## src/rtl/mux4_rr_scheduler.sv

```systemverilog
// mux4_rr_scheduler: 4-channel round-robin arbiter driving a 4:1 data mux.
// A requester keeps the grant for at most MAX_HOLD consecutive cycles while
// others wait. Grant, mux select and the last-grant pointer are all registered.
module mux4_rr_scheduler #(
    parameter int unsigned MAX_HOLD = 4
) (
    input  logic       clk,
    input  logic       rst_n,
    input  logic [3:0] req,
    input  logic [1:0] a,
    input  logic [1:0] b,
    input  logic [1:0] c,
    input  logic [1:0] d,
    output logic [3:0] gnt,
    output logic       s0,
    output logic       s1,
    output logic [1:0] y,
    output logic       y_valid
);

    typedef enum logic {
        ST_IDLE = 1'b0,
        ST_BUSY = 1'b1
    } state_t;

    localparam logic [3:0] HOLD_LAST = 4'(MAX_HOLD - 1);

    state_t     r_state;
    logic [1:0] r_lp;
    logic [3:0] r_hold;

    logic [3:0] w_cur_oh;
    logic [3:0] w_others;
    logic       w_cur_req;
    logic       w_load;
    logic       w_release;
    logic [1:0] w_next_idx;

    // First requester in the order lp+1, lp+2, lp+3, lp (mod 4).
    function automatic logic [1:0] rr_pick(input logic [3:0] mask, input logic [1:0] last);
        logic [1:0] idx;
        logic       found;
        rr_pick = last;
        found   = 1'b0;
        for (int unsigned k = 1; k <= 4; k++) begin
            idx = last + 2'(k);
            if (!found && mask[idx]) begin
                rr_pick = idx;
                found   = 1'b1;
            end
        end
    endfunction

    // Next-grant decision: whether to load a new winner or release to idle.
    // In BUSY the current holder is always r_lp, so no separate index register.
    always_comb begin
        w_cur_oh   = 4'b0001 << r_lp;
        w_others   = req & ~w_cur_oh;
        w_cur_req  = |(req & w_cur_oh);
        w_load     = 1'b0;
        w_release  = 1'b0;
        w_next_idx = rr_pick(req, r_lp);
        if (r_state == ST_IDLE) begin
            w_load = |req;
        end else begin
            if (!w_cur_req || (r_hold == HOLD_LAST)) begin
                w_next_idx = rr_pick(w_others, r_lp);
                w_load     = |w_others;
            end
            w_release = !w_cur_req && !(|w_others);
        end
    end

    // Arbitration FSM with registered grant, select, pointer and hold count.
    always_ff @(posedge clk or negedge rst_n) begin
        if (!rst_n) begin
            r_state <= ST_IDLE;
            gnt     <= '0;
            s0      <= 1'b0;
            s1      <= 1'b0;
            r_hold  <= '0;
            r_lp    <= 2'd3;
        end else if (w_load) begin
            r_state <= ST_BUSY;
            gnt     <= 4'b0001 << w_next_idx;
            s0      <= w_next_idx[1];
            s1      <= w_next_idx[0];
            r_hold  <= '0;
            r_lp    <= w_next_idx;
        end else if (w_release) begin
            r_state <= ST_IDLE;
            gnt     <= '0;
            r_hold  <= '0;
        end else if (r_state == ST_BUSY && r_hold != HOLD_LAST) begin
            r_hold  <= r_hold + 4'd1;
        end
    end

    // Output mux: selected channel data, forced to zero when nothing is granted.
    always_comb begin
        y_valid = |gnt;
        y       = '0;
        if (y_valid) begin
            case ({s0, s1})
                2'b00:   y = a;
                2'b01:   y = b;
                2'b10:   y = c;
                default: y = d;
            endcase
        end
    end

endmodule

```

## config.mk

```make
export PLATFORM = sky130hd
export DESIGN_NAME = mux4_rr_scheduler
export DESIGN_NICKNAME = d
export VERILOG_FILES = /design/src/rtl/mux4_rr_scheduler.sv
export SDC_FILE = /design/constraint.sdc
export NUM_CORES = 1
export LEC_CHECK = 0
export BUFFER_PORTS_ARGS = -buffer_cell sky130_fd_sc_hd__clkbuf_2
export CAP_MARGIN = 40
export CORE_UTILIZATION = 46
export CTS_BUF_LIST = sky130_fd_sc_hd__clkbuf_4 sky130_fd_sc_hd__clkbuf_8 sky130_fd_sc_hd__clkbuf_16
export DETAILED_ROUTE_END_ITERATION = 6
export HOLD_SLACK_MARGIN = 0.12
export PLACE_DENSITY = 0.83
export RECOVER_POWER = 100
export SETUP_SLACK_MARGIN = 0.3
export SYNTH_ARGS = -nofsm -noshare
export SYNTH_HDL_FRONTEND = slang
export SYNTH_SLANG_ARGS = --single-unit
```

## constraint.sdc

```tcl
create_clock -name clk -period 2.8 [get_ports clk]
set_input_delay 0.28 -clock clk [delete_from_list [all_inputs] [get_ports clk]]
set_output_delay 0.28 -clock clk [all_outputs]
set_load 0.01 [all_outputs]
```

==> insert_results.sql, run 1 <==
INSERT INTO impl_metrics (metric_group, metric, value, unit) VALUES
('outcome', 'result_of_the_run', 'complete, no violations', ''),
('cells_and_area', 'n_antenna_cell', '0', ''),
('logic_synthesis', 'synth_cell_types', '47', ''),
('logic_synthesis', 'syn-mean-instance-area', '9.273', 'um^2'),
('timing', 'final_max_slew_viol_count', '0', ''),
('place', 'detailed_place_hpwl', '2.196', 'mm'),
('floorplan', 'floorplan.die.width', '52.00', 'um'),
('cells_and_area', 'design_area', '1675', 'um^2'),
('clock_tree', 'cts.root.buffer_cell', 'clkbuf_4', ''),
('drt', 'drt-initial-drc-count', '72', ''),
('worst_setup_path', 'crit_path_max_fanout', '7', ''),
('power_and_ir_drop', 'max-vdd-ir-drop', '931.1', 'uV'),
('timing', 'hold_fails_final_rpt', '0', ''),
('grt', 'grt_start_max_net_pins', '14', ''),
('drt', 'route.detailed.vias_per_inst', '6.510', ''),
('grt', 'first_pass_grt_wire_length', '5.409', 'mm'),
('worst_setup_path', 'worst-setup-path-type', 'reg2reg', ''),
('clock_tree', 'latest_clock_arrival_within_the_worst_skew_pair', '290', 'ps'),
('logic_synthesis', 'seq_area_frac_synth', '28.51', '%'),
('grt', 'globalRouteOverflowTotal', '0', ''),
('floorplan', 'design.core.area', '2276', 'um^2'),
('cells_and_area', 'final_net_count', '194', ''),
('power_and_ir_drop', 'total_leakage_power', '0.0007291', 'uW'),
('cells_and_area', 'fin_util', '73.61', '%'),
('worst_setup_path', 'start_kind', 'register', ''),
('logic_synthesis', 'synth-warning-count', '0', ''),
('place', 'gp_routability_congestion', '0.8395', ''),
('worst_setup_path', 'worst_endpoint_data_arrival_time', '2920', 'ps'),
('timing', 'fin_skew', '3.224', 'ps'),
('worst_setup_path', 'crit_path_end_kind', 'register', ''),
('floorplan', 'ioPinCount', '23', ''),
('place', 'placement.cell_area', '1324', 'um^2'),
('power_and_ir_drop', 'power.total', '2611', 'uW'),
('clock_tree', 'htree_num_levels', '1', ''),
('drt', 'antenna_left', '0', ''),
('timing', 'finalWorstSetupSlack', '58.05', 'ps'),
('grt', 'grt_antenna_before_repair', '0', ''),
('logic_synthesis', 'synth_flop_cell', 'dfrtp_1', ''),
('timing', 'post-route-period-util', '97.93', '%'),
('place', 'io_buffers', '22', ''),
('worst_setup_path', 'timing.reg2reg.setup_slack', '60', 'ps'),
('timing', 'tightestPinTransition', '739.6', 'ps'),
('clock_tree', 'numClockSinks', '13', ''),
('drt', 'route.vias.total', '1315', ''),
('logic_synthesis', 'syn_nets', '143', ''),
('worst_setup_path', 'critical_path_required', '2980', 'ps'),
('floorplan', 'die_h', '52.00', 'um'),
('clock_tree', 'cts_buffer_depth', '2', ''),
('logic_synthesis', 'synth.ff_latch_count', '13', ''),
('cells_and_area', 'most-common-layout-cells', '24 x buf_4, 12 x clkbuf_1, 11 x dfrtp_1, 11 x clkbuf_2, 10 x nand2_1', ''),
('floorplan', 'starting_density', '50.52', '%'),
('cells_and_area', 'layout_commonest_cell', 'buf_4', ''),
('place', 'pre_cts_slack', '62.16', 'ps'),
('drt', 'drcViolationCount', '0', ''),
('timing', 'final_period_minus_worst_setup_slack', '2742', 'ps'),
('timing', 'fmaxAchievable', '364.7', 'MHz'),
('power_and_ir_drop', 'power.density_cell_area', '1558', 'nW/um^2'),
('cells_and_area', 'syn2layout_area_growth', '45.70', '%'),
('drt', 'drt_pre_antenna_iters', '4', ''),
('logic_synthesis', 'synthesis.instances', '124', ''),
('grt', 'grt_pass1_vias', '1172', ''),
('clock_tree', 'clock_tree_from_tritoncts', 'done', ''),
('timing', 'relative_max_transition_margin', '50.70', '%'),
('clock_tree', 'clkTransAtPathRegs', '80', 'ps'),
('clock_tree', 'numCtsBuffers', '3', ''),
('logic_synthesis', 'async_reset_ff_share', '100.0', '%'),
('cells_and_area', 'layout_cells_sized_above_1', '45.98', '%'),
('timing', 'worst_hold_slack', '368.0', 'ps'),
('floorplan', 'die_outline_area', '2703', 'um^2'),
('job', 'cap_viol_max_count', '0', ''),
('cells_and_area', 'fillerInstances', '156', ''),
('timing', 'unrepaired_setup_endpoints_after_global_routing', 'yes', ''),
('worst_hold_path', 'worstHoldPathType', 'in2reg', ''),
('floorplan', 'rows', '17', ''),
('drt', 'wl_per_cell', '19.37', 'um'),
('logic_synthesis', 'synth_enable_flop_cells', '0', ''),
('logic_synthesis', 'syn-cell-area', '1150', 'um^2'),
('grt', 'overall_routing_resource_usage', '27.86', '%'),
('timing', 'final-setup-viol-count', '0', ''),
('drt', 'finalWirelength', '3.912', 'mm');
-- state kept, by name, indices dropped and copies added (netlist names) --
signal   count
r_lp         2
s1           1
r_state      1
r_hold       4
s0           1
gnt          4
-- logic make-up after synthesis --
logic type / after synthesis / share of synthesized area (%)
flip-flops: 13 / 28.51
adder cells (fa/ha/maj): 5 / 5.441
buffers and inverters: 10 / 4.243
multiplexers: 14 / 16.10
XOR/XNOR: 2 / 1.524
AND/OR/NAND/NOR: 41 / 19.91
AO/OA/AOI/OAI: 39 / 24.27
-- layout make-up --
class | count | area (um^2) | area share [%]
clock buffers | 4 | 30.03 | 1.792
repair buffers | 52 | 344.1 | 20.54
multi-input cells | 101 | 917.1 | 54.74
well taps | 28 | 35.03 | 2.091
inverters | 4 | 21.27 | 1.270
flip-flops and latches | 13 | 327.8 | 19.57
-- path summary, 6_finish.rpt --
check	startpoint	end	cells after the start
setup / recovery	r_lp[1]	s1	7
hold / removal	req[1]	r_state	2
min in group asynchronous	rst_n	gnt[0]	2
max in group asynchronous	rst_n	gnt[1]	2
setup reg to reg	r_lp[1]	s1	7
hold reg to reg	r_hold[1]	r_hold[1]	2
-- power by group --
part / total (uW) / leakage [uW] / internal, uW / switching, uW
logic: 2130 / 0.000550 / 1090 / 1040
registers: 347 / 0.000161 / 272 / 75.1
clock network: 132 / 0.0000184 / 65.2 / 66.6
-- synth_stat cells, types with 2 or more instances --
master    number  share of area (%)
nand2b_1       2                1.1
a22o_1         3                2.3
clkbuf_1       3               0.98
o21ai_0        9                3.9
inv_1          3               0.98
nor2b_1        7                3.8
o211ai_1       4                2.6
mux4_2         3                5.9
nand2_1       11                3.6
a211oi_1       3                2.0
a221oi_1       2                1.5
mux2i_1        5                4.4
nor3_1         3                1.3
nor4_1         2                1.1
xor2_1         2                1.5
a21o_1         3                2.0
a21oi_1        3                1.3
ha_1           5                5.4
mux2_2         6                5.9
a22oi_1        3                2.0
dfrtp_1       11                 24
nor2_1         5                1.6
dfstp_2        2                4.6
-- routing by layer --
metal / global-route usage [%] / vias up / part of all wire (%)
met4: 14.41 / 0 / 4.4
met3: 6.725 / 29 / 7.6
met2: 46.37 / 81 / 48
met1: 32.79 / 627 / 40
met5: 0 / - / 0
li1: - / 578 / -
-- per-stage QoR --
stage          cells  setup TNS (ps)
2_1_floorplan    124               0
3_3_place_gp     174               0
3_5_place_dp     174               0
4_1_cts          191               0
5_1_grt          202          -19.67
6_report         202               0
-- critical path: stages (launching register included) --
cell and delay, ps:
dfstp_2 610, ha_1 190, and2b_2 230, clkbuf_1 190
nor4_1 610, a2bb2oi_1 260, buf_4 190, mux2_2 350
-- what timing repair did --
| item | in CTS | in global routing |
|---|---|---|
| hold buffers | 1 | 0 |
| pin swaps | 3 | 10 |
| gates resized for setup | 13 | 25 |
| endpoints found under the hold margin | 11 | 0 |
| endpoints found under the setup margin | 6 | 8 |
| setup buffers | 12 | 11 |
(Power assumes the default switching activity.)
==> run 2: changes to the inputs <==
- ABC_AREA: not set -> 1
==> run 2 against run 1 <==
Synthesized cell count grew 40%; routed wire length decreased by 33%; critical path depth rose by 5; largest power group unchanged.
==> insert_results.sql, run 2 <==
INSERT INTO impl_metrics (metric_group, metric, value, unit) VALUES
('timing', 'fmaxAchievable', '412.6', 'MHz'),
('timing', 'finalWorstSetupSlack', '376.1', 'ps'),
('timing', 'hold_fails_final_rpt', '0', ''),
('grt', 'grt_antenna_before_repair', '0', ''),
('cells_and_area', 'register_area', '327.8', 'um^2'),
('logic_synthesis', 'synth_commonest_cells', '55 x nand2_1, 29 x nand3_1, 16 x inv_1', ''),
('place', 'pre_cts_slack', '546.8', 'ps'),
('worst_setup_path', 'worstPathCellList', 'inv_1, ha_1, inv_1, nand2_1, nand2_1, nor2_1, nand2_1, nand3_1, nand2_1, nand2_1, nand3_1, o21ai_0', ''),
('logic_synthesis', 'async_reset_ff_share', '100.0', '%'),
('logic_synthesis', 'synth_cell_types', '28', ''),
('place', 'io_buffers', '22', ''),
('cells_and_area', 'multiInputGateArea', '704.4', 'um^2'),
('floorplan', 'starting_density', '50.08', '%'),
('timing', 'worst_hold_slack', '381.1', 'ps'),
('floorplan', 'die_h', '51.78', 'um'),
('floorplan', 'floorplan.die.width', '51.78', 'um'),
('clock_tree', 'clkTransAtPathRegs', '80', 'ps'),
('clock_tree', 'numCtsBuffers', '3', ''),
('grt', 'first_pass_grt_wire_length', '4.450', 'mm'),
('worst_setup_path', 'most_used_cell_along_the_critical_path', 'nand2_1', ''),
('worst_setup_path', 'worst-setup-path-type', 'reg2reg', ''),
('drt', 'wl_per_cell', '11.65', 'um'),
('cells_and_area', 'reg_top3', 'gnt x4, r_hold x4, r_lp x2', ''),
('grt', 'grt_pass1_vias', '1073', ''),
('worst_setup_path', 'r2r-start', 'r_lp[0]', ''),
('floorplan', 'die_outline_area', '2681', 'um^2'),
('logic_synthesis', 'synth.ff_latch_count', '13', ''),
('logic_synthesis', 'synthSimpleGateAreaFrac', '43.36', '%'),
('logic_synthesis', 'netlist.top_cell.by_area', 'dfrtp_1', ''),
('logic_synthesis', 'synthesis.instances', '173', ''),
('cells_and_area', 'most-common-layout-cells', '55 x nand2_1, 30 x nand3_1, 18 x inv_1', ''),
('grt', 'globalRouteOverflowTotal', '0', ''),
('logic_synthesis', 'yosys-top-cells-area', 'dfrtp_1 24%, nand2_1 18%, nand3_1 13%', ''),
('drt', 'antenna_left', '0', ''),
('worst_hold_path', 'worstHoldPathCells', '3', ''),
('timing', 'final_period_minus_worst_setup_slack', '2424', 'ps'),
('cells_and_area', 'syn2layout_area_growth', '12.95', '%'),
('logic_synthesis', 'yosysTopAreaCellShare', '24.15', '%'),
('logic_synthesis', 'syn-cell-area', '1140', 'um^2'),
('drt', 'drt_pre_antenna_iters', '7', ''),
('grt', 'overall_routing_resource_usage', '22.50', '%'),
('drt', 'route.detailed.vias_per_inst', '5.261', ''),
('logic_synthesis', 'seq_area_frac_synth', '28.76', '%'),
('cells_and_area', 'fillerInstances', '235', ''),
('drt', 'drt-initial-drc-count', '39', ''),
('worst_setup_path', 'path_buf_inv', '2', ''),
('logic_synthesis', 'syn-mean-instance-area', '6.589', 'um^2'),
('power_and_ir_drop', 'max-vdd-ir-drop', '932.9', 'uV'),
('cells_and_area', 'n_antenna_cell', '0', ''),
('power_and_ir_drop', 'power.density_cell_area', '1306', 'nW/um^2'),
('worst_setup_path', 'worst_endpoint_data_arrival_time', '2620', 'ps'),
('floorplan', 'design.core.area', '2276', 'um^2'),
('logic_synthesis', 'synth-adder-area-share', '5.488', '%'),
('power_and_ir_drop', 'total_leakage_power', '0.0006857', 'uW'),
('logic_synthesis', 'synth_enable_flop_cells', '0', ''),
('clock_tree', 'htree_num_levels', '1', ''),
('clock_tree', 'ctsHoldBuffers', '1', ''),
('timing', 'final_max_slew_viol_count', '0', ''),
('clock_tree', 'latest_clock_arrival_within_the_worst_skew_pair', '280', 'ps'),
('worst_setup_path', 'timing.reg2reg.setup_slack', '380', 'ps'),
('cells_and_area', 'layout_commonest_cell', 'nand2_1', ''),
('logic_synthesis', 'synth_area_in_compound_gates', '13.28', '%'),
('worst_setup_path', 'crit_path_max_fanout', '15', ''),
('job', 'cap_viol_max_count', '0', ''),
('place', 'place.detailed.instances', '221', ''),
('worst_setup_path', 'crit_family', 'simple AND/OR/NAND/NOR gates', ''),
('worst_setup_path', 'worstReg2RegEnd', 'r_lp[0]', ''),
('drt', 'drcViolationCount', '0', ''),
('worst_setup_path', 'r2r_cells', '12', ''),
('logic_synthesis', 'synth_most_common_cell', 'nand2_1', ''),
('outcome', 'result_of_the_run', 'complete, no violations', ''),
('power_and_ir_drop', 'power.total', '1681', 'uW'),
('worst_setup_path', 'start_kind', 'register', ''),
('logic_synthesis', 'synth_top_family_by_area', 'simple AND/OR/NAND/NOR gates', ''),
('logic_synthesis', 'syn_nets', '192', ''),
('logic_synthesis', 'synth_flop_cell', 'dfrtp_1', ''),
('timing', 'final-setup-viol-count', '0', ''),
('cells_and_area', 'final_net_count', '218', ''),
('place', 'gp_routability_congestion', '0.9842', ''),
('timing', 'tightestPinTransition', '702.2', 'ps'),
('cells_and_area', 'layout_cells_sized_above_1', '15.66', '%'),
('worst_setup_path', 'crit_path_end_kind', 'register', ''),
('logic_synthesis', 'synthXorXnorAreaFrac', '0.7684', '%'),
('timing', 'unrepaired_setup_endpoints_after_global_routing', 'no', ''),
('logic_synthesis', 'muxShareOfSynthArea', '0', '%'),
('clock_tree', 'cts_buffer_depth', '2', ''),
('clock_tree', 'clock_tree_from_tritoncts', 'done', ''),
('worst_hold_path', 'hold_start', 'req[1]', ''),
('clock_tree', 'cts_setup_buffers', '0', ''),
('drt', 'route.vias.total', '1189', ''),
('clock_tree', 'post_cts_resized', '0', ''),
('worst_setup_path', 'critical_path_required', '3000', 'ps'),
('timing', 'relative_max_transition_margin', '53.19', '%'),
('place', 'detailed_place_hpwl', '2.042', 'mm'),
('cells_and_area', 'finish.cell_count_without_fillers', '226', ''),
('worst_setup_path', 'slowest_library_cell_on_the_worst_path', 'dfstp_2', ''),
('worst_hold_path', 'whs_endpoint', 'r_state', ''),
('timing', 'fin_skew', '6.198', 'ps'),
('worst_setup_path', 'worst_path_largest_cell_delay', '680', 'ps'),
('grt', 'grt_start_max_net_pins', '16', ''),
('worst_hold_path', 'worstHoldPathType', 'in2reg', ''),
('floorplan', 'rows', '17', ''),
('drt', 'finalWirelength', '2.633', 'mm'),
('floorplan', 'ioPinCount', '23', ''),
('logic_synthesis', 'synth-warning-count', '0', ''),
('clock_tree', 'numClockSinks', '13', ''),
('timing', 'setup_tns', '0', 'ps'),
('timing', 'post-route-period-util', '86.57', '%'),
('clock_tree', 'cts.root.buffer_cell', 'clkbuf_4', '');
-- run 2: kinds of logic (layout without fill, tap and decap cells) --
kind of cell,count (synthesis),count (layout)
XOR/XNOR,1,1
AND/OR/NAND/NOR,107,107
AO/OA/AOI/OAI,23,23
flip-flops,13,13
buffers and inverters,24,49
adder cells (fa/ha/maj),5,5
-- run 2: area by class of cell --
cell class,instances,share of cell area (%)
sequential,13,25.46
tap,28,2.721
multi-input combinational,136,54.71
clock buffer,4,2.332
inverter,22,6.414
timing repair buffer,23,8.358
-- run 2: per-layer routing --
| layer | global-route usage (%) | share of wire, % | up-vias | wire (um) |
|---|---|---|---|---|
| met4 | 4.505 | 0.46 | 0 | 12 |
| met2 | 37.23 | 47 | 24 | 1246 |
| met3 | 6.140 | 5.7 | 2 | 151 |
| li1 | - | - | 628 | - |
| met1 | 29.36 | 46 | 535 | 1222 |
| met5 | 0 | 0 | - | 0 |
-- run 2: where the power goes --
group | switching [uW] | internal, uW
registers | 97.1 | 278
clock network | 63.3 | 65.1
logic | 769 | 409
total | 929 | 752
-- run 2: through the flow --
step / area (um^2) / utilization (%)
6_report: 1287 / 56.57
5_1_grt: 1287 / 56.57
4_1_cts: 1313 / 57.67
3_5_place_dp: 1272 / 55.91
3_3_place_gp: 1272 / 55.91
2_1_floorplan: 1140 / -
-- run 2: tightest hold or removal path: cells and delay by family --
family | cells | cell delay [ps]
buffers and inverters | 2 | 230
AND/OR/NAND/NOR | 1 | 110
-- run 2: worst max-delay path by stage --
stage               cells past startpoint    start  endpoint
global placement                       11  r_lp[0]        s1
finish                                 12  r_lp[0]   r_lp[0]
detailed placement                     11  r_lp[0]        s1
global route                           14  r_lp[0]   r_lp[0]
CTS                                    11  r_lp[0]    gnt[3]
floorplan                              11  r_lp[1]        s1
==> run 3: changes to the inputs <==
- PLACE_DENSITY: 0.83 -> 0.81
- clock period: 2.8 -> 2.69 ns (I/O delays scaled with it)
==> run 3 against run 2 <==
Hold slack got worse by 66 ps; flip-flop and latch count unchanged; global-route usage increased by 2.2 points; clock-buffer cell count unchanged; critical path depth unchanged; clock skew increased by 6.1 ps; clock power increased by 3%; sequential power decreased by 5%; non-clock buffer count increased by 3; setup slack improved by 22 ps; critical path type unchanged.
==> insert_results.sql, run 3 (synthesis gave the netlist of run 2 again) <==
INSERT INTO impl_metrics (metric_group, metric, value, unit) VALUES
('outcome', 'result_of_the_run', 'complete, no violations', ''),
('timing', 'tightestPinTransition', '685.0', 'ps'),
('grt', 'globalRouteOverflowTotal', '0', ''),
('place', 'pre_cts_slack', '360.3', 'ps'),
('drt', 'drt_pre_antenna_iters', '4', ''),
('timing', 'hold_fails_final_rpt', '0', ''),
('clock_tree', 'cts_buffer_depth', '2', ''),
('timing', 'setup_tns', '0', 'ps'),
('grt', 'met3_usage', '4.971', '%'),
('timing', 'final_period_minus_worst_setup_slack', '2292', 'ps'),
('clock_tree', 'clkTransAtPathRegs', '90', 'ps'),
('worst_setup_path', 'timing.reg2reg.setup_slack', '400', 'ps'),
('grt', 'first_pass_grt_wire_length', '5.023', 'mm'),
('cells_and_area', 'final_net_count', '221', ''),
('grt', 'grt_start_max_net_pins', '16', ''),
('grt', 'global_route.usage.met1', '30.95', '%'),
('worst_setup_path', 'crit_cells', '12', ''),
('clock_tree', 'latest_clock_arrival_within_the_worst_skew_pair', '280', 'ps'),
('timing', 'fmaxAchievable', '436.3', 'MHz'),
('clock_tree', 'clock_tree_from_tritoncts', 'done', ''),
('grt', 'grt_use_met2', '42.86', '%'),
('floorplan', 'ioPinCount', '23', ''),
('cells_and_area', 'fillerInstances', '198', ''),
('drt', 'drt-initial-drc-count', '44', ''),
('place', 'detailed_place_hpwl', '2.270', 'mm'),
('timing', 'relative_max_transition_margin', '54.33', '%'),
('grt', 'overall_routing_resource_usage', '24.72', '%'),
('worst_setup_path', 'worst_path_largest_cell_delay', '580', 'ps'),
('floorplan', 'design.core.area', '2276', 'um^2'),
('floorplan', 'die_outline_area', '2681', 'um^2'),
('worst_setup_path', 'worst_endpoint_data_arrival_time', '2490', 'ps'),
('drt', 'route.detailed.vias_per_inst', '5.541', ''),
('worst_setup_path', 'worst-setup-path-type', 'reg2reg', ''),
('drt', 'drcViolationCount', '0', ''),
('clock_tree', 'cts.root.buffer_cell', 'clkbuf_4', ''),
('timing', 'final-setup-viol-count', '0', ''),
('grt', 'global_route.peak_usage_layer', 'met2', ''),
('timing', 'fin_skew', '12.34', 'ps'),
('worst_setup_path', 'crit_family', 'flip-flops', ''),
('worst_setup_path', 'crit_path_max_fanout', '11', ''),
('clock_tree', 'htree_num_levels', '1', ''),
('grt', 'grt_antenna_before_repair', '0', ''),
('cells_and_area', 'syn2layout_area_growth', '14.82', '%'),
('floorplan', 'die_h', '51.78', 'um'),
('cells_and_area', 'reg_top3', 'gnt x4, r_hold x4, r_lp x2', ''),
('grt', 'grt_pass1_vias', '1187', ''),
('power_and_ir_drop', 'total_leakage_power', '0.0006985', 'uW'),
('timing', 'final_max_slew_viol_count', '0', ''),
('worst_setup_path', 'r2r_cells', '12', ''),
('worst_setup_path', 'start_kind', 'register', ''),
('clock_tree', 'numClockSinks', '13', ''),
('cells_and_area', 'layout_cells_sized_above_1', '18.41', '%'),
('worst_setup_path', 'slowest_library_cell_on_the_worst_path', 'dfstp_2', ''),
('worst_setup_path', 'worstSetupEndpoint', 'r_hold[2]', ''),
('power_and_ir_drop', 'power.density_cell_area', '1404', 'nW/um^2'),
('worst_setup_path', 'most_used_cell_along_the_critical_path', 'inv_1', ''),
('floorplan', 'starting_density', '50.08', '%'),
('worst_setup_path', 'r2r-start', 'r_lp[0]', ''),
('timing', 'post-route-period-util', '85.21', '%'),
('timing', 'finalWorstSetupSlack', '397.8', 'ps'),
('worst_setup_path', 'critical_path_required', '2890', 'ps'),
('place', 'io_buffers', '22', ''),
('worst_setup_path', 'crit_start', 'r_lp[0]', ''),
('worst_setup_path', 'worstReg2RegEnd', 'r_hold[2]', ''),
('clock_tree', 'numCtsBuffers', '3', ''),
('worst_setup_path', 'worstPathCellList', 'buf_4, ha_1, inv_1, o21ai_1, nor2_1, nor2_2, nor2_4, nand2_2, nand2_4, a21oi_1, inv_1, a21oi_2', ''),
('floorplan', 'rows', '17', ''),
('worst_hold_path', 'worstHoldPathType', 'in2reg', ''),
('job', 'cap_viol_max_count', '0', ''),
('cells_and_area', 'layout_commonest_cell', 'nand2_1', ''),
('drt', 'route.vias.total', '1269', ''),
('floorplan', 'floorplan.die.width', '51.78', 'um'),
('drt', 'antenna_left', '0', ''),
('worst_setup_path', 'path_buf_inv', '3', ''),
('drt', 'wl_per_cell', '12.54', 'um'),
('timing', 'unrepaired_setup_endpoints_after_global_routing', 'no', ''),
('place', 'gp_routability_congestion', '0.8567', ''),
('cells_and_area', 'n_antenna_cell', '0', ''),
('worst_setup_path', 'crit_path_end_kind', 'register', ''),
('drt', 'finalWirelength', '2.871', 'mm'),
('cells_and_area', 'most-common-layout-cells', '55 x nand2_1, 29 x nand3_1, 17 x inv_1', ''),
('power_and_ir_drop', 'max-vdd-ir-drop', '701.7', 'uV');
-- run 3: changes by cell type in the layout (fill, tap and decap cells not counted), sizes merged --
cell	before	now
buf	0	3
-- run 3: worst min path at each step --
stage	end	startpoint	cells past startpoint	slack, ps
2_1_floorplan	gnt[0]	rst_n	0	-30
3_3_place_gp	r_hold[0]	rst_n	1	170
3_5_place_dp	r_hold[1]	rst_n	1	180
4_1_cts	r_state	req[1]	3	320
5_1_grt	r_state	req[1]	3	360
6_report	r_state	req[1]	3	320
-- run 3: layout make-up --
class                      count  area (um^2)  area share, %
timing repair buffer          26        130.1          9.943
inverter                      22        82.58          6.310
tap                           28        35.03          2.677
multi-input combinational    136        703.2          53.73
sequential                    13        327.8          25.05
clock buffer                   4        30.03          2.294
-- run 3: per-layer routing --
metal	part of all wire [%]	up-vias
li1	-	633
met1	42	587
met2	51	43
met3	5.6	6
met4	1.5	0
met5	0	-
-- run 3: worst register-to-register path: stages (launching register included) --
cell,delay (ps)
dfstp_2,580
buf_4,180
ha_1,180
inv_1,60
o21ai_1,120
nor2_1,60
nor2_2,160
nor2_4,70
nand2_2,80
nand2_4,80
a21oi_1,320
inv_1,200
a21oi_2,140
-- run 3: what timing repair did --
item	in CTS	in global routing
hold buffers	1	0
resized for setup	0	1
setup endpoints to repair	0	8
hold endpoints to repair	11	0
setup buffers	0	3
-- run 3: power breakdown --
group	switching (uW)	total, uW	internal [uW]
clock network	64.0	132	67.5
registers	69.1	357	288
logic	888	1350	461
total	1020	1840	817
-- run 3: metrics by stage --
stage	area, um^2	instances	utilization [%]	hold WS [ps]	power (uW)
after floorplan	1140	173	-	-26.59	1366
after global placement	1272	221	55.91	170.0	1625
after detailed placement	1272	221	55.91	176.7	1678
after CTS	1313	226	57.67	324.7	1816
after global routing	1309	229	57.50	362.3	2052
final	1309	229	57.50	315.1	1838
